## src/rtl/mem_ctrl_pkg.sv

```systemverilog
// Shared definitions for the MEM-stage data-memory controller: op encoding,
// FSM state codes, constants and op-classification helpers.
package mem_ctrl_pkg;

  typedef enum logic [3:0] {
    MEM_NOP = 4'd0,
    MEM_LB  = 4'd1,
    MEM_LH  = 4'd2,
    MEM_LW  = 4'd3,
    MEM_LBU = 4'd4,
    MEM_LHU = 4'd5,
    MEM_SB  = 4'd6,
    MEM_SH  = 4'd7,
    MEM_SW  = 4'd8
  } mem_op_e;

  typedef enum logic {
    IDLE = 1'b0,
    BUSY = 1'b1
  } state_e;

  localparam logic [31:0] ZERO     = 32'd0;
  localparam logic [4:0]  ZERO_REG = 5'd0;

  function automatic logic op_is_load(input logic [3:0] op);
    logic r;
    case (op)
      MEM_LB, MEM_LH, MEM_LW, MEM_LBU, MEM_LHU: r = 1'b1;
      default:                                  r = 1'b0;
    endcase
    return r;
  endfunction

  function automatic logic op_is_store(input logic [3:0] op);
    logic r;
    case (op)
      MEM_SB, MEM_SH, MEM_SW: r = 1'b1;
      default:                r = 1'b0;
    endcase
    return r;
  endfunction

  // Byte ops can never be misaligned; reserved codes are not memory ops.
  function automatic logic op_misaligned(input logic [3:0] op, input logic [1:0] lo);
    logic r;
    case (op)
      MEM_LH, MEM_LHU, MEM_SH: r = lo[0];
      MEM_LW, MEM_SW:          r = (lo != 2'b00);
      default:                 r = 1'b0;
    endcase
    return r;
  endfunction

endpackage

```

## src/rtl/mem_ctrl_lane.sv

```systemverilog
// mem_lane_align: store-lane replication, byte-enable generation and
// load-lane extraction with sign/zero extension. Purely combinational.
module mem_lane_align
  import mem_ctrl_pkg::*;
(
  input  logic [3:0]  st_op,
  input  logic [1:0]  st_addr_lo,
  input  logic [31:0] st_data,
  output logic [3:0]  sel,
  output logic [31:0] st_wdata,
  input  logic [3:0]  ld_op,
  input  logic [1:0]  ld_addr_lo,
  input  logic [31:0] ld_rdata,
  output logic [31:0] ld_data
);

  logic [7:0]  byte_s;
  logic [15:0] half_s;

  // Byte enables and replicated store data; loads use the same-size store lanes.
  always_comb begin
    sel      = 4'b0000;
    st_wdata = st_data;
    case (st_op)
      MEM_SB, MEM_LB, MEM_LBU: begin
        sel      = 4'b0001 << st_addr_lo;
        st_wdata = {4{st_data[7:0]}};
      end
      MEM_SH, MEM_LH, MEM_LHU: begin
        sel      = 4'b0011 << {st_addr_lo[1], 1'b0};
        st_wdata = {2{st_data[15:0]}};
      end
      MEM_SW, MEM_LW: begin
        sel      = 4'b1111;
        st_wdata = st_data;
      end
      default: begin
        sel      = 4'b0000;
        st_wdata = st_data;
      end
    endcase
  end

  // Lane extraction and extension of returned read data.
  always_comb begin
    byte_s  = 8'h00;
    half_s  = 16'h0000;
    ld_data = ld_rdata;
    case (ld_addr_lo)
      2'd0:    byte_s = ld_rdata[7:0];
      2'd1:    byte_s = ld_rdata[15:8];
      2'd2:    byte_s = ld_rdata[23:16];
      2'd3:    byte_s = ld_rdata[31:24];
      default: byte_s = 8'h00;
    endcase
    if (ld_addr_lo[1]) begin
      half_s = ld_rdata[31:16];
    end else begin
      half_s = ld_rdata[15:0];
    end
    case (ld_op)
      MEM_LB:  ld_data = {{24{byte_s[7]}}, byte_s};
      MEM_LBU: ld_data = {24'h000000, byte_s};
      MEM_LH:  ld_data = {{16{half_s[15]}}, half_s};
      MEM_LHU: ld_data = {16'h0000, half_s};
      default: ld_data = ld_rdata;
    endcase
  end

endmodule

```

## src/rtl/mem_ctrl.sv

```systemverilog
// MEM-stage data-memory controller: one req/ack bus transaction per load or
// store, upstream stall while busy, registered write-back and error pulses.
module mem_ctrl
  import mem_ctrl_pkg::*;
#(
  parameter int TIMEOUT_CYCLES = 255,
  parameter int ADDR_W         = 32,
  parameter int DATA_W         = 32
) (
  input  logic              clk_i,
  input  logic              rst_i,
  input  logic [3:0]        mem_op_i,
  input  logic [ADDR_W-1:0] mem_addr_i,
  input  logic [DATA_W-1:0] mem_data_i,
  input  logic [4:0]        reg_waddr_i,
  input  logic              reg_we_i,
  input  logic [DATA_W-1:0] reg_wdata_i,
  output logic              stall_o,
  output logic              bus_req_o,
  output logic              bus_we_o,
  output logic [ADDR_W-1:0] bus_addr_o,
  output logic [3:0]        bus_sel_o,
  output logic [DATA_W-1:0] bus_wdata_o,
  input  logic              bus_ack_i,
  input  logic [DATA_W-1:0] bus_rdata_i,
  output logic [4:0]        reg_waddr_o,
  output logic              reg_we_o,
  output logic [DATA_W-1:0] reg_wdata_o,
  output logic              misalign_o,
  output logic              timeout_o
);

  localparam logic [7:0] TMO_LAST = 8'(TIMEOUT_CYCLES - 1);

  state_e      state_r, state_nxt_s;
  logic [7:0]  cnt_r;
  logic [3:0]  op_r;
  logic [1:0]  addr_lo_r;
  logic        is_mem_s, misalign_s, start_s, ack_s, tmo_s, stall_s;
  logic [3:0]  sel_s;
  logic [31:0] st_wdata_s, ld_data_s;

  mem_lane_align u_lane (
    .st_op      (mem_op_i),
    .st_addr_lo (mem_addr_i[1:0]),
    .st_data    (mem_data_i),
    .sel        (sel_s),
    .st_wdata   (st_wdata_s),
    .ld_op      (op_r),
    .ld_addr_lo (addr_lo_r),
    .ld_rdata   (bus_rdata_i),
    .ld_data    (ld_data_s)
  );

  // Next-state and stall decode; ack is only looked at in BUSY.
  always_comb begin
    state_nxt_s = state_r;
    is_mem_s    = op_is_load(mem_op_i) | op_is_store(mem_op_i);
    misalign_s  = is_mem_s & op_misaligned(mem_op_i, mem_addr_i[1:0]);
    start_s     = 1'b0;
    ack_s       = 1'b0;
    tmo_s       = 1'b0;
    stall_s     = 1'b0;
    case (state_r)
      IDLE: begin
        if (is_mem_s && !misalign_s) begin
          start_s     = 1'b1;
          stall_s     = 1'b1;
          state_nxt_s = BUSY;
        end else begin
          state_nxt_s = IDLE;
        end
      end
      BUSY: begin
        if (bus_ack_i) begin
          ack_s       = 1'b1;
          state_nxt_s = IDLE;
        end else if (cnt_r == TMO_LAST) begin
          tmo_s       = 1'b1;
          state_nxt_s = IDLE;
        end else begin
          stall_s     = 1'b1;
        end
      end
      default: state_nxt_s = IDLE;
    endcase
    // Reset releases the pipeline immediately, even with a memory op presented.
    stall_o = stall_s & ~rst_i;
  end

  // State register and wait-cycle counter.
  always_ff @(posedge clk_i or posedge rst_i) begin
    if (rst_i) begin
      state_r <= IDLE;
      cnt_r   <= 8'd0;
    end else begin
      state_r <= state_nxt_s;
      if (state_r == BUSY && !ack_s && !tmo_s) begin
        cnt_r <= cnt_r + 8'd1;
      end else begin
        cnt_r <= 8'd0;
      end
    end
  end

  // Bus-side and write-back registers.
  always_ff @(posedge clk_i or posedge rst_i) begin
    if (rst_i) begin
      bus_req_o   <= 1'b0;
      bus_we_o    <= 1'b0;
      bus_addr_o  <= '0;
      bus_sel_o   <= 4'b0000;
      bus_wdata_o <= '0;
      reg_waddr_o <= ZERO_REG;
      reg_we_o    <= 1'b0;
      reg_wdata_o <= ZERO;
      misalign_o  <= 1'b0;
      timeout_o   <= 1'b0;
      op_r        <= MEM_NOP;
      addr_lo_r   <= 2'b00;
    end else begin
      misalign_o <= 1'b0;
      timeout_o  <= 1'b0;
      case (state_r)
        IDLE: begin
          reg_waddr_o <= reg_waddr_i;
          if (start_s) begin
            bus_req_o   <= 1'b1;
            bus_we_o    <= op_is_store(mem_op_i);
            bus_addr_o  <= {mem_addr_i[ADDR_W-1:2], 2'b00};
            bus_sel_o   <= sel_s;
            bus_wdata_o <= st_wdata_s;
            op_r        <= mem_op_i;
            addr_lo_r   <= mem_addr_i[1:0];
            reg_we_o    <= 1'b0;
            reg_wdata_o <= ZERO;
          end else if (misalign_s) begin
            misalign_o  <= 1'b1;
            reg_we_o    <= 1'b0;
            reg_wdata_o <= ZERO;
          end else begin
            reg_we_o    <= reg_we_i;
            reg_wdata_o <= reg_wdata_i;
          end
        end
        BUSY: begin
          if (ack_s) begin
            bus_req_o   <= 1'b0;
            reg_waddr_o <= reg_waddr_i;
            if (op_is_load(op_r)) begin
              reg_we_o    <= reg_we_i;
              reg_wdata_o <= ld_data_s;
            end else begin
              reg_we_o    <= 1'b0;
              reg_wdata_o <= ZERO;
            end
          end else if (tmo_s) begin
            bus_req_o <= 1'b0;
            timeout_o <= 1'b1;
            reg_we_o  <= 1'b0;
          end else begin
            reg_we_o  <= 1'b0;
          end
        end
        default: begin
          bus_req_o <= 1'b0;
          reg_we_o  <= 1'b0;
        end
      endcase
    end
  end

endmodule

```

## config.mk

```make
export PLATFORM = sky130hd
export DESIGN_NAME = mem_ctrl
export DESIGN_NICKNAME = d
export VERILOG_FILES = /design/src/rtl/mem_ctrl_pkg.sv /design/src/rtl/mem_ctrl_lane.sv /design/src/rtl/mem_ctrl.sv
export SDC_FILE = /design/constraint.sdc
export NUM_CORES = 1
export LEC_CHECK = 0
export CORE_MARGIN = 8
export CORE_UTILIZATION = 40
export DETAILED_ROUTE_END_ITERATION = 7
export PLACE_DENSITY = 0.85
export SYNTH_ARGS = -nofsm -noshare
export SYNTH_HDL_FRONTEND = slang
export SYNTH_SLANG_ARGS = --single-unit
```

## constraint.sdc

```tcl
create_clock -name clk_i -period 6.8 [get_ports clk_i]
set_clock_uncertainty 0.05 [all_clocks]
set_input_delay 0.68 -clock clk_i [delete_from_list [all_inputs] [get_ports clk_i]]
set_output_delay 0.68 -clock clk_i [all_outputs]
set_load 0.02 [all_outputs]
```

Word-level counts from Yosys, hierarchy flattened
Index checks and enable logic that the tools add are counted.

Add/sub/neg operators: 1. Multipliers: 0. Divide/modulo/power cells: 0. Order comparisons: 0. Eq/ne operators: 20. Shifts and indexed selects: 2. Muxes and demuxes: 44. Bitwise gates (word level): 5. Reductions and logical operators: 16.

Operators by type and width (number): 2-to-1 mux 32 bit (4); case mux 32 bit (2 select lines) (2); case mux 32 bit (4 select lines) (1); case mux 8 bit (4 select lines) (1); 2-to-1 mux 1 bit (27); == test 4 x 3 -> 1 bit, second input constant (6); == test 4 x 2 -> 1 bit, second input constant (4); 2-to-1 mux 16 bit (1); case mux 4 bit (3 select lines) (1); case mux 5 bit (2 select lines) (1); OR reduction 5 bit (2); OR reduction 3 bit (3); adder 8 x 1 -> 8 bit, second input constant (1); == test 4 x 1 -> 1 bit, second input constant (2); == test 8 bit, second input constant (1); 2-to-1 mux 8 bit (1); case mux 1 bit (2 select lines) (4); 2-to-1 mux 5 bit (1); == test 2 bit, second input constant (2); == test 4 bit, second input constant (1); AND reduction 2 bit (2); left shift 1 x 2 -> 4 bit, first input constant (1); left shift 2 x 2 -> 4 bit, first input constant (1); logical AND 1 bit (3); 11 further kinds (15).

Register bits: 123. Bits in latches: 0. RAM bits: 0. Bits in read-only memories: 0. Logic and storage cells: 102. Memories kept: 0.

Longest topological paths before layout
Depth in word-level cells: 11. Depth in mapped cells: 7.

By module
Synthesis repeated with hierarchy kept, for this count alone.

Cells, all modules: 564. Area total of the unflattened synthesis: 6573.8 um^2.

Modules (own cells, without submodules): mem_ctrl (instances 1, cells each 386, area each 5188.7 um^2); mem_lane_align (instances 1, cells each 178, area each 1385.1 um^2).

Least setup slack after synthesis
OpenSTA, ideal clock, no wires.

Path type: input-to-output. Start: input port mem_op_i[3]. End: output port stall_o. Arrival time: 2070 ps. Required time: 6070 ps. Setup slack: 4000 ps. Stages on the path: 6. Cell sequence: buf_2 nand4b_1 o211ai_1 or4_1 buf_2 a21oi_1.

Cells in the longest elaborated chain, start to end: 10. Elaborated cells on any way between the ends: 22. Classes of those cells: 8 x eq/ne; 5 x mux; 3 x bitwise; 6 x reduce/logical.

Ends and longest elaborated chain: start: declaration (line mem_ctrl.sv:12) `input logic [3:0] mem_op_i,`; == test 4 x 2 -> 1 bit, or another cell as far along (line mem_ctrl_pkg.sv:27, mem_ctrl_pkg.sv:46); OR reduction 5 bit or OR reduction 3 bit (tied branches) (line mem_ctrl_pkg.sv:27, mem_ctrl_pkg.sv:36); 2-to-1 mux 1 bit (on tied branches) (line mem_ctrl_pkg.sv:27, mem_ctrl_pkg.sv:36); OR 1 bit (line mem_ctrl.sv:58) `is_mem_s = op_is_load(mem_op_i) | op_is_store(mem_op_i);`; AND 1 bit (line mem_ctrl.sv:59) `misalign_s = is_mem_s & op_misaligned(mem_op_i, mem_addr_i[1:0]);`; logical NOT 1 bit (line mem_ctrl.sv:66) `if (is_mem_s && !misalign_s) begin`; logical AND 1 bit * (line mem_ctrl.sv:66); 2-to-1 mux 1 bit * (line mem_ctrl.sv:66); case mux 1 bit (2 select lines) * (line mem_ctrl.sv:64) `case (state_r)`; AND 1 bit * (line mem_ctrl.sv:88) `stall_o = stall_s & ~rst_i;`; end: declaration (line mem_ctrl.sv:18) `output logic stall_o,`.

Mark *: on every way between the ends. The rest lies on a longest branch, timed or not.

Worst setup path in the final report
Start: input port mem_op_i[0]. End: output port stall_o.

The elaborated chain is that of the path after synthesis.

==> out/metrics.cfg <==
[outcome]
outcome = completed

[cts]
cts-root-buf = clkbuf_16
clock_path_buffers = 2
numCtsBuffers = 17
cts_tree = yes
cts_hold_buf = 0
cts_setup_buffers = 0
clk_pin_slew_ns = 0.05
cts_sinks = 123
h-tree-depth = 4
clock_latency_ns = 0.41
cts-resized-gates = 0

[layout]
drive_above_1_share_pct = 17.99
synthToLayoutAreaGrowth_pct = 49.46
fillCellCount = 1291
nNetsFinal = 909
multi_input_area_um2 = 3112
antenna_cells = 0
seq_area_um2 = 3078
fin_cells = 994

[logic_synthesis]
synth_cell_type_count = 65
syn-cell-area_um2 = 6461
synth_top_cell_area_share_pct = 47.64
syn_inst = 529
synth_ff_type = dfrtp_1
yosys.area.top_type = dfrtp_1
synthTopCellsByArea = dfrtp_1 48%, mux2_4 10%, mux2_2 6.6%
ys_seq_area_share_pct = 47.64
synthTopCellsByCount = 123 x dfrtp_1, 43 x mux2_4, 38 x mux2_2
yosysWarnings = 0
postSynthAreaPerCell_um2 = 12.21
yosysMostFrequentCell = dfrtp_1
synth-edff-count = 0
ys_ff_latch = 123
postSynth.asyncResetShare_pct = 100.0

[placement]
dp_hpwl_mm = 15.76
io_buffers = 249
place.gp.congestion = 0.8700
place_ws_ns = 2.349
placedCellCount = 963

[floorplanning]
initial_core_util_pct = 40.82
core_um2 = 15830
fp-row-count = 46
die_height_um = 143.1
die-width_um = 143.1
ioPinCount = 252
die-area_um2 = 20480

[sta]
setup_viol = 0
rsz0062_at_grt = no
finalSetupTns_ns = 0
hold_viol = 0
finalCritPeriodShare_pct = 65.34
tightest_slew_ns = 1.169
worst_slack_ns = 2.357
max_slew_margin_pct = 21.55
max_freq_mhz = 225.1
layout_min_cycle_time_ns = 4.443
drv_slew = 0
fin_hold_ws_ns = 0.4438

[global_routing]
grt_pass1_vias = 5817
antenna_found_initial = 1
grt_pass1_wl_mm = 32.75
overflow = 0
grt_start_max_net_pins = 70
track_usage_pct = 20.98

[drt]
ant_nets = 0
dr.pass1.iters = 5
drt_iter0_drc = 316
vias = 5387
wl_met1_mm = 8.376
wl_per_cell_um = 21.52
route.met3.wl_mm = 2.561
routed.top_layer = met5
dr_wl_met2_mm = 9.937
wirelength_mm = 21.39
viasPerCell = 5.420
drc = 0

[power]
pwr_density_cell_nw_per_um2 = 358.0
vdd_drop_max_mv = 0.2057
p_leak_nw = 4.036
total_power_mw = 3.458

[critical_path]
criticalPathCategory = in -> out
worstSetupEndpointType = primary output
worstPathMaxFanout = 14
arrival_ns = 3.71
start_kind = primary input
crit_required_ns = 6.07

[job]
drv_cap = 0

[worst_hold_path]
min_path_type = reg -> reg

==> worst paths after layout <==
kind / from / endpoint / slack, ns / depth (start not counted)
setup / recovery: mem_op_i[0] / stall_o / 2.36 / 6
hold / removal: bus_wdata_o[5]$_DFFE_PP0P_ / bus_wdata_o[5]$_DFFE_PP0P_ / 0.44 / 1
setup reg to reg: op_r[2]$_DFFE_PP0P_ / reg_wdata_o[26]$_DFFE_PP0P_ / 4.07 / 4
hold reg to reg: bus_wdata_o[5]$_DFFE_PP0P_ / bus_wdata_o[5]$_DFFE_PP0P_ / 0.44 / 1
max in group asynchronous: rst_i / reg_wdata_o[1]$_DFFE_PP0P_ / 4.65 / 3
min in group asynchronous: rst_i / bus_addr_o[3]$_DFFE_PP0P_ / 0.69 / 2
==> cell usage in the layout (no fill, tap or decap), drive strengths merged, types with 3 or more instances in the layout <==
master	n
nor3	4
o21ai	26
xor2	6
xnor2	3
or3	3
nor2	29
a222oi	8
nand4	6
a2111o	5
a2bb2oi	3
and4	7
a22oi	27
clkbuf	23
mux2i	18
or3b	4
mux2	89
nor2b	15
dfrtp	123
inv	17
clkdlybuf4s50	249
or4bb	3
clkinv	5
o311ai	12
o21a	3
nand3	3
mux4	5
a21oi	12
o211ai	3
nand2	18
buf	9
a32o	5
==> cell type report <==
type | count | share of cell area [%]
sequential | 123 | 31.87
tap | 216 | 2.799
inverter | 17 | 0.6867
timing repair buffer | 258 | 26.51
multi-input combinational | 349 | 32.22
clock buffer | 23 | 4.949
clock inverter | 8 | 0.9588
==> through the flow <==
step / util (%) / cell area (um^2)
3_3_place_gp: 57.41 / 9086
6_report: 61.01 / 9657
3_5_place_dp: 57.41 / 9086
2_1_floorplan: - / 6465
5_1_grt: 61.01 / 9657
4_1_cts: 61.01 / 9657
==> registers in the layout, summed over array words and instances (netlist names), 2 cells and up <==
signal	flops
bus_wdata_o	32
reg_wdata_o	32
bus_addr_o	30
cnt_r	8
reg_waddr_o	5
bus_sel_o	4
op_r	4
addr_lo_r	2
==> layer usage <==
metal	track usage [%]	up-vias
li1	-	2460
met2	33.94	270
met4	8.837	2
met3	9.182	31
met5	0	-
met1	23.70	2624
==> kinds of logic (layout without fill, tap and decap cells) <==
logic type | count (synthesis) | in the layout | share of synthesized area, %
DFF | 123 | 123 | 47.64
AOI/OAI and AO/OA | 116 | 116 | 13.73
muxes | 112 | 112 | 22.54
and+or+nand+nor | 108 | 108 | 9.857
buffers and inverters | 58 | 306 | 4.570
xor gates and xnor gates | 9 | 9 | 1.220
adders and majority gates | 2 | 2 | 0.3872
other | 1 | 2 | 0.05804
==> critical path, cell delays in order <==
cell             delay [ns]
clkdlybuf4s50_1        0.67
nor3_4                 0.40
xnor2_1                0.29
or4_1                  0.79
a21oi_1                0.24
clkdlybuf4s50_1        0.64
==> where the power goes <==
group / internal, mW / switching [mW]
clock network: 0.563 / 0.320
logic: 0.753 / 0.692
registers: 0.952 / 0.178
No activity file was read; power rests on OpenSTA's default activity.
